<file path="src/rtl/npxl_pkg.sv">
// Shared types and constants for the WS2812 VU-meter driver: FSM states,
// GRB colour encoding and default WS2812 timing at the reference clock.
package npxl_pkg;

  typedef enum logic [2:0] {
    ST_IDLE,
    ST_LOAD,
    ST_BIT_HI,
    ST_BIT_LO,
    ST_LATCH
  } state_t;

  typedef enum logic [2:0] {
    CLR_OFF,
    CLR_GREEN,
    CLR_YELLOW,
    CLR_RED,
    CLR_WHITE
  } colour_t;

  localparam int DEF_LEDS    = 20;
  localparam int DEF_T0H_CYC = 20;
  localparam int DEF_T1H_CYC = 40;
  localparam int DEF_BIT_CYC = 63;
  localparam int DEF_RST_CYC = 3000;
  localparam logic [7:0]  DEF_BRIGHT = 8'h20;
  localparam logic [23:0] GRB_OFF    = 24'h000000;

  // WS2812 expects green first, then red, then blue.
  function automatic logic [23:0] grb_word(colour_t c, logic [7:0] br);
    case (c)
      CLR_GREEN:  return {br, 8'h00, 8'h00};
      CLR_YELLOW: return {br, br, 8'h00};
      CLR_RED:    return {8'h00, br, 8'h00};
      CLR_WHITE:  return {br, br, br};
      default:    return GRB_OFF;
    endcase
  endfunction

endpackage

</file>
<file path="src/rtl/npxl_vu_driver_if.sv">
// Frame request / serial output bundle of the VU-meter driver.
interface npxl_vu_driver_if #(
  parameter int ADDR = 8
);
  logic            i_send;
  logic [ADDR-1:0] i_value;
  logic            o_npxl_data;
  logic            o_rdy;

  modport master (output i_send, output i_value, input o_npxl_data, input o_rdy);
  modport slave  (input i_send, input i_value, output o_npxl_data, output o_rdy);
endinterface

</file>
<file path="src/rtl/npxl_bit_tx.sv">
// Serialises one 24-bit GRB word MSB first with WS2812 high/low bit timing;
// o_done marks the final clock of the last bit.
module npxl_bit_tx #(
  parameter int T0H_CYC = 20,
  parameter int T1H_CYC = 40,
  parameter int BIT_CYC = 63
) (
  input  logic        i_clk,
  input  logic        i_rst,
  input  logic        i_start,
  input  logic [23:0] i_word,
  output logic        o_data,
  output logic        o_hi_end,
  output logic        o_bit_end,
  output logic        o_done
);
  localparam int CW = $clog2(BIT_CYC + 1);

  logic          busy_q, busy_d;
  logic [23:0]   word_q, word_d;
  logic [4:0]    bit_q, bit_d;
  logic [CW-1:0] cnt_q, cnt_d;
  logic [CW-1:0] hi_len;

  // The bit in flight is always word_q[23]; the word shifts left per bit.
  assign hi_len    = word_q[23] ? CW'(T1H_CYC) : CW'(T0H_CYC);
  assign o_data    = busy_q && (cnt_q < hi_len);
  assign o_hi_end  = busy_q && (cnt_q == hi_len - 1'b1);
  assign o_bit_end = busy_q && (cnt_q == CW'(BIT_CYC - 1));
  assign o_done    = o_bit_end && (bit_q == 5'd0);

  always_comb begin
    busy_d = busy_q;
    word_d = word_q;
    bit_d  = bit_q;
    cnt_d  = cnt_q;
    if (i_start) begin
      busy_d = 1'b1;
      word_d = i_word;
      bit_d  = 5'd23;
      cnt_d  = '0;
    end else if (busy_q) begin
      if (o_bit_end) begin
        cnt_d  = '0;
        word_d = {word_q[22:0], 1'b0};
        if (bit_q == 5'd0) busy_d = 1'b0;
        else               bit_d  = bit_q - 5'd1;
      end else begin
        cnt_d = cnt_q + 1'b1;
      end
    end
  end

  always_ff @(posedge i_clk or posedge i_rst) begin
    if (i_rst) begin
      busy_q <= 1'b0;
      word_q <= '0;
      bit_q  <= '0;
      cnt_q  <= '0;
    end else begin
      busy_q <= busy_d;
      word_q <= word_d;
      bit_q  <= bit_d;
      cnt_q  <= cnt_d;
    end
  end
endmodule

</file>
<file path="src/rtl/npxl_vu_driver.sv">
// WS2812 bar-graph driver: green/yellow/red bar of i_value pixels per frame.
// Optional peak-hold marker (white pixel) enabled by macro NPXL_PEAK_HOLD_EN.
module npxl_vu_driver
  import npxl_pkg::*;
#(
  parameter int         LEDS       = DEF_LEDS,
  parameter int         ADDR       = 8,
  parameter int         T0H_CYC    = DEF_T0H_CYC,
  parameter int         T1H_CYC    = DEF_T1H_CYC,
  parameter int         BIT_CYC    = DEF_BIT_CYC,
  parameter int         RST_CYC    = DEF_RST_CYC,
  parameter int         YEL_START  = 12,
  parameter int         RED_START  = 16,
  parameter logic [7:0] BRIGHT     = DEF_BRIGHT,
  parameter int         PEAK_DECAY = 8
) (
  input logic              i_clk,
  input logic              i_rst,
  npxl_vu_driver_if.slave  bus
);
  localparam int LW = $clog2(RST_CYC + 1);

  if ((LEDS < 1) || (LEDS > 255) || (PEAK_DECAY < 1)) begin : g_bad_param
    $error("npxl_vu_driver: LEDS must be 1..255 and PEAK_DECAY >= 1");
  end

  state_t          state_q, state_d;
  logic [ADDR-1:0] led_q, led_d;
  logic [ADDR-1:0] v_q, v_d;
  logic [LW-1:0]   lat_q, lat_d;
  logic [ADDR-1:0] v_new;
  logic            accept, last_led, peak_white;
  logic            tx_start, tx_data, tx_hi_end, tx_bit_end, tx_done;
  colour_t         colour;
  logic [23:0]     word;

  assign v_new    = (bus.i_value > ADDR'(LEDS)) ? ADDR'(LEDS) : bus.i_value;
  assign accept   = (state_q == ST_IDLE) && bus.i_send;
  assign last_led = (led_q == ADDR'(LEDS - 1));

  always_ff @(posedge i_clk or posedge i_rst) begin
    if (i_rst) state_q <= ST_IDLE;
    else       state_q <= state_d;
  end

  always_comb begin
    state_d = state_q;
    case (state_q)
      ST_IDLE:   if (bus.i_send) state_d = ST_LOAD;
      ST_LOAD:   state_d = ST_BIT_HI;
      ST_BIT_HI: if (tx_hi_end) state_d = ST_BIT_LO;
      ST_BIT_LO: begin
        if (tx_done)         state_d = last_led ? ST_LATCH : ST_LOAD;
        else if (tx_bit_end) state_d = ST_BIT_HI;
      end
      ST_LATCH:  if (lat_q == LW'(RST_CYC - 1)) state_d = ST_IDLE;
      default:   state_d = ST_IDLE;
    endcase
  end

  always_comb begin
    bus.o_rdy       = (state_q == ST_IDLE);
    bus.o_npxl_data = tx_data;
    tx_start        = (state_q == ST_LOAD);
  end

  always_comb begin
    v_d   = v_q;
    led_d = led_q;
    lat_d = lat_q;
    if (accept) begin
      v_d   = v_new;
      led_d = '0;
      lat_d = '0;
    end else if ((state_q == ST_BIT_LO) && tx_done && !last_led) begin
      led_d = led_q + 1'b1;
    end else if (state_q == ST_LATCH) begin
      lat_d = lat_q + 1'b1;
    end
  end

  always_ff @(posedge i_clk or posedge i_rst) begin
    if (i_rst) begin
      v_q   <= '0;
      led_q <= '0;
      lat_q <= '0;
    end else begin
      v_q   <= v_d;
      led_q <= led_d;
      lat_q <= lat_d;
    end
  end

`ifdef NPXL_PEAK_HOLD_EN
  localparam int FW = $clog2(PEAK_DECAY + 1);
  logic [ADDR-1:0] peak_q, peak_d;
  logic [FW-1:0]   fc_q, fc_d;

  // A new maximum restarts the decay interval; otherwise every PEAK_DECAY
  // accepted frames the marker drops by one pixel.
  always_comb begin
    peak_d = peak_q;
    fc_d   = fc_q;
    if (accept) begin
      if (v_new > peak_q) begin
        peak_d = v_new;
        fc_d   = '0;
      end else if (fc_q == FW'(PEAK_DECAY - 1)) begin
        fc_d = '0;
        if (peak_q != '0) peak_d = peak_q - 1'b1;
      end else begin
        fc_d = fc_q + 1'b1;
      end
    end
  end

  always_ff @(posedge i_clk or posedge i_rst) begin
    if (i_rst) begin
      peak_q <= '0;
      fc_q   <= '0;
    end else begin
      peak_q <= peak_d;
      fc_q   <= fc_d;
    end
  end

  assign peak_white = (peak_q > v_q) && (led_q == peak_q - 1'b1);
`else
  assign peak_white = 1'b0;
`endif

  always_comb begin
    colour = CLR_OFF;
    if (led_q < v_q) begin
      if (led_q < ADDR'(YEL_START))      colour = CLR_GREEN;
      else if (led_q < ADDR'(RED_START)) colour = CLR_YELLOW;
      else                               colour = CLR_RED;
    end else if (peak_white) begin
      colour = CLR_WHITE;
    end
  end

  assign word = grb_word(colour, BRIGHT);

  npxl_bit_tx #(
    .T0H_CYC (T0H_CYC),
    .T1H_CYC (T1H_CYC),
    .BIT_CYC (BIT_CYC)
  ) u_bit_tx (
    .i_clk     (i_clk),
    .i_rst     (i_rst),
    .i_start   (tx_start),
    .i_word    (word),
    .o_data    (tx_data),
    .o_hi_end  (tx_hi_end),
    .o_bit_end (tx_bit_end),
    .o_done    (tx_done)
  );
endmodule

</file>
<file path="src/flat_wrapper.sv">
// flat-port wrapper written by rule: the top's interface ports become plain ports
module npxl_vu_driver_flat import npxl_pkg::*;
#(
  parameter int         LEDS       = DEF_LEDS,
  parameter int         ADDR       = 8,
  parameter int         T0H_CYC    = DEF_T0H_CYC,
  parameter int         T1H_CYC    = DEF_T1H_CYC,
  parameter int         BIT_CYC    = DEF_BIT_CYC,
  parameter int         RST_CYC    = DEF_RST_CYC,
  parameter int         YEL_START  = 12,
  parameter int         RED_START  = 16,
  parameter logic [7:0] BRIGHT     = DEF_BRIGHT,
  parameter int         PEAK_DECAY = 8
)
  (i_clk, i_rst, bus_i_send, bus_i_value, bus_o_npxl_data, bus_o_rdy);
  npxl_vu_driver_if #(.ADDR(ADDR)) bus_i ();
  input logic i_clk;
  input logic i_rst;
  input wire logic [$bits(bus_i.i_send)-1:0] bus_i_send;
  input wire logic [$bits(bus_i.i_value)-1:0] bus_i_value;
  output wire logic [$bits(bus_i.o_npxl_data)-1:0] bus_o_npxl_data;
  output wire logic [$bits(bus_i.o_rdy)-1:0] bus_o_rdy;
  assign bus_i.i_send = bus_i_send;
  assign bus_i.i_value = bus_i_value;
  assign bus_o_npxl_data = bus_i.o_npxl_data;
  assign bus_o_rdy = bus_i.o_rdy;
  npxl_vu_driver #(.LEDS(LEDS), .ADDR(ADDR), .T0H_CYC(T0H_CYC), .T1H_CYC(T1H_CYC), .BIT_CYC(BIT_CYC), .RST_CYC(RST_CYC), .YEL_START(YEL_START), .RED_START(RED_START), .BRIGHT(BRIGHT), .PEAK_DECAY(PEAK_DECAY)) u_core (.i_clk(i_clk), .i_rst(i_rst), .bus(bus_i));
endmodule
</file>
<file path="config.mk">
export PLATFORM = sky130hd
export DESIGN_NAME = npxl_vu_driver_flat
export DESIGN_NICKNAME = d
export VERILOG_FILES = /design/src/rtl/npxl_pkg.sv /design/src/rtl/npxl_vu_driver_if.sv /design/src/rtl/npxl_bit_tx.sv /design/src/rtl/npxl_vu_driver.sv /design/src/flat_wrapper.sv
export SDC_FILE = /design/constraint.sdc
export NUM_CORES = 1
export LEC_CHECK = 0
export BUFFER_PORTS_ARGS = -buffer_cell sky130_fd_sc_hd__buf_2
export CORE_ASPECT_RATIO = 1.4
export CORE_MARGIN = 2
export CORE_UTILIZATION = 45
export CTS_CLUSTER_SIZE = 40
export DETAILED_ROUTE_END_ITERATION = 12
export RECOVER_POWER = 100
export SYNTH_ARGS = -nofsm -noshare
export SYNTH_HDL_FRONTEND = slang
export SYNTH_SLANG_ARGS = --single-unit
</file>
<file path="constraint.sdc">
create_clock -name i_clk -period 2.1 [get_ports i_clk]
set_input_delay 0.21 -clock i_clk [delete_from_list [all_inputs] [get_ports i_clk]]
set_output_delay 0.21 -clock i_clk [all_outputs]
set_load 0.1 [all_outputs]
</file>
==> flow_metrics.tcl <==
set metrics [dict create \
    fillers 612 \
    numPortBuffers 12 \
    pre_cts_ws_ns 0.0802 \
    min_path_cells 2 \
    grt_start_max_net_pins 29 \
    syn-num-nets 332 \
    hold_violations 0 \
    async_flop_share_pct 100 \
    critical_path_required_ns 1.89 \
    instances_no_fill 403 \
    min_path_type "primary input to flip-flop" \
    viasPerCell 5.50 \
    initial_core_util_pct 46.5 \
    wl_per_cell_um 14.7 \
    slew_viol_final 0 \
    r2r_cells 4 \
    grt_pass1_vias 2278 \
    busiest_layer "met2" \
    r2r-end "u_core.lat_q[10]" \
    final.setup.tns_ns 0 \
    cap_violations 0 \
    timing.rr.start "u_core.state_q[1]" \
    vias 2215 \
    final_common_cell "dfrtp_1" \
    cts.clk_slew.worst_paths_ns 0.09 \
    cts.sinks 54 \
    worst_pin_slew_ns 1.00 \
    grt.total_usage_pct 18.4 \
    synth.avg_cell_area_um2 9.49 \
    cts_tree "done" \
    cts_buffer_depth 2 \
    drtIter0Drc 99 \
    yosysUniqueCellTypes 51 \
    dpl.hpwl_mm 4.43 \
    syn_area_um2 2890 \
    p_leak_nw 1.38 \
    placed_cells 392 \
    use_met3_pct 2.76 \
    cts_max_level 2 \
    die_w_um 71.7 \
    placed_cell_area_um2 3150 \
    worst_ep_arrival_time_ns 1.80 \
    status "finished clean" \
    yosysWarnings 0 \
    layout_setup_ws_ns 0.0893 \
    synth-edff-count 0 \
    r2r_slack_ns 0.12 \
    drc 0 \
    relSlewSlack_pct 33.0 \
    cp_max_fo 3 \
    rsz0062_at_grt "true" \
    met1_usage_pct 20.5 \
    worstSetupEndpointType "primary output" \
    ys_ff_latch 54 \
    wirelength_mm 5.94 \
    vdd_drop_max_v 0.000409 \
    overflow 0 \
    clock_tree.root_cell "clkbuf_8" \
    worst_setup_path_start_kind "flip-flop" \
    ios 13 \
    syn_inst 304 \
    area_growth_pct 12.3 \
    fmax_ghz 0.497 \
    gp_congestion 0.801 \
    synth_ff_type "dfrtp_1" \
    crit_type "flip-flop to primary output" \
    period_needed_ns 2.01 \
    die_y_um 98.7 \
    multiInputGateArea_um2 1420 \
    rows 34 \
    cts_buffers 5 \
    hold-path-endpoint "u_core.v_q[0]" \
    drt_first_pass_iters 4 \
    antenna_found_initial 0 \
    nets 358 \
    n_antenna_cell 0 \
    fin_skew_ns 0.00941 \
    fin_crit_sh_pct 95.7 \
    layout_common_cells "dfrtp_1, nand2_1, nor2_1, a21oi_1" \
    final_area_um2 3240 \
    dieArea_um2 7080 \
    yosysSeqAreaShare_pct 46.8 \
    core_area_um2 6210 \
    ant_nets 0 \
    grt_pass1_wl_mm 10.4 \
    setup_viol_count_final 0 \
    seq_area_um2 1350 \
    p_per_area_nw_per_um2 574 \
    drive_gt1_share_pct 12.7 \
    clock_latency_ns 0.30 \
    hp-start "bus_i_value[0]" \
    grt_use_met2_pct 34.3 \
]
-- timing repair --
| item | in CTS | in global routing |
|---|---|---|
| hold buffers | 1 | 0 |
| endpoints found under the hold margin | 26 | 0 |
| pin swaps | 1 | 1 |
| gates resized for setup | 1 | 3 |
| buffers inserted | 2 | 0 |
| setup endpoints to repair | 1 | 2 |
-- flip-flops by register name, summed over array words and instances (netlist names) --
name	count
u_core.u_bit_tx.busy_q	1
u_core.state_q	3
u_core.v_q	8
u_core.lat_q	12
u_core.u_bit_tx.cnt_q	6
u_core.u_bit_tx.word_q	11
u_core.led_q	8
u_core.u_bit_tx.bit_q	5
-- how the worst max path moves through the flow --
| stage | slack [ns] | startpoint | cells past startpoint | to |
|---|---|---|---|---|
| floorplan | 0.03 | u_core.u_bit_tx.cnt_q[3] | 5 | bus_o_npxl_data |
| global placement | 0.12 | u_core.state_q[1] | 4 | u_core.lat_q[11] |
| detailed placement | 0.08 | u_core.state_q[1] | 4 | u_core.lat_q[11] |
| CTS | 0.01 | u_core.u_bit_tx.word_q[23] | 7 | bus_o_npxl_data |
| global route | -0.004 | u_core.u_bit_tx.word_q[23] | 7 | bus_o_npxl_data |
| finish | 0.09 | u_core.u_bit_tx.word_q[23] | 7 | bus_o_npxl_data |
-- power breakdown --
part	internal, W	switching [W]	total, W
registers	0.00106	0.0000208	0.00108
clock network	0.000357	0.000318	0.000675
logic	0.0000410	0.0000595	0.000101
total	0.00146	0.000398	0.00186
-- cell type report --
| class | count | share of cell area, % |
|---|---|---|
| Clock buffer | 7 | 2.36 |
| Clock inverter | 1 | 0.927 |
| Inverter | 18 | 2.09 |
| Multi-Input combinational cell | 218 | 43.8 |
| Sequential cell | 54 | 41.7 |
| Tap cell | 72 | 2.78 |
| Timing Repair Buffer | 33 | 6.30 |
-- Yosys cell counts (all sizes together) (5+ instances only) --
master | instances | area share [%]
dfrtp | 54 | 47
nand2 | 35 | 4.6
a21oi | 21 | 3.6
nor2 | 21 | 2.7
inv | 18 | 2.3
ha | 17 | 7.4
o21ai | 17 | 2.9
clkbuf | 13 | 1.7
nand3 | 10 | 1.7
xnor2 | 8 | 2.4
nand4 | 7 | 1.5
or3 | 6 | 1.3
nor3 | 5 | 0.87
nor4 | 5 | 1.1
o211ai | 5 | 1.3
xor2 | 5 | 1.5
-- per-stage QoR --
step / power (W) / hold WS, ns / util [%]
after floorplan: 0.00117 / 0.343 / -
after global routing: 0.00194 / 0.122 / 52.2
after CTS: 0.00190 / 0.120 / 52.9
after detailed placement: 0.00121 / 0.311 / 50.7
after global placement: 0.00121 / 0.301 / 50.7
final: 0.00186 / 0.132 / 52.2
-- cell families (layout without fill, tap and decap cells) --
family                     after synthesis  count (layout)  synth area share, %
and+or+nand+nor                        120             120                 22.6
AOI/OAI and AO/OA                       66              66                 14.2
buffers and inverters                   32              59                 4.34
muxes                                    2               2                0.694
adders and majority gates               17              17                 7.37
DFF                                     54              54                 46.8
xor gates and xnor gates                13              13                 3.95
-- per-layer routing --
layer,routed length [um],up-vias
met2,3220,11
met1,2500,1060
met3,78,11
met4,153,0
met5,0,-
li1,-,1133
-- critical path, cell delays in order, from the launching register on --
cell     delay (ns)
dfrtp_1        0.41
inv_2          0.08
ha_1           0.22
nor2b_1        0.13
o21a_1         0.16
o21ai_1        0.12
and3b_2        0.22
buf_12         0.17
No activity file was read; power rests on OpenSTA's default activity.
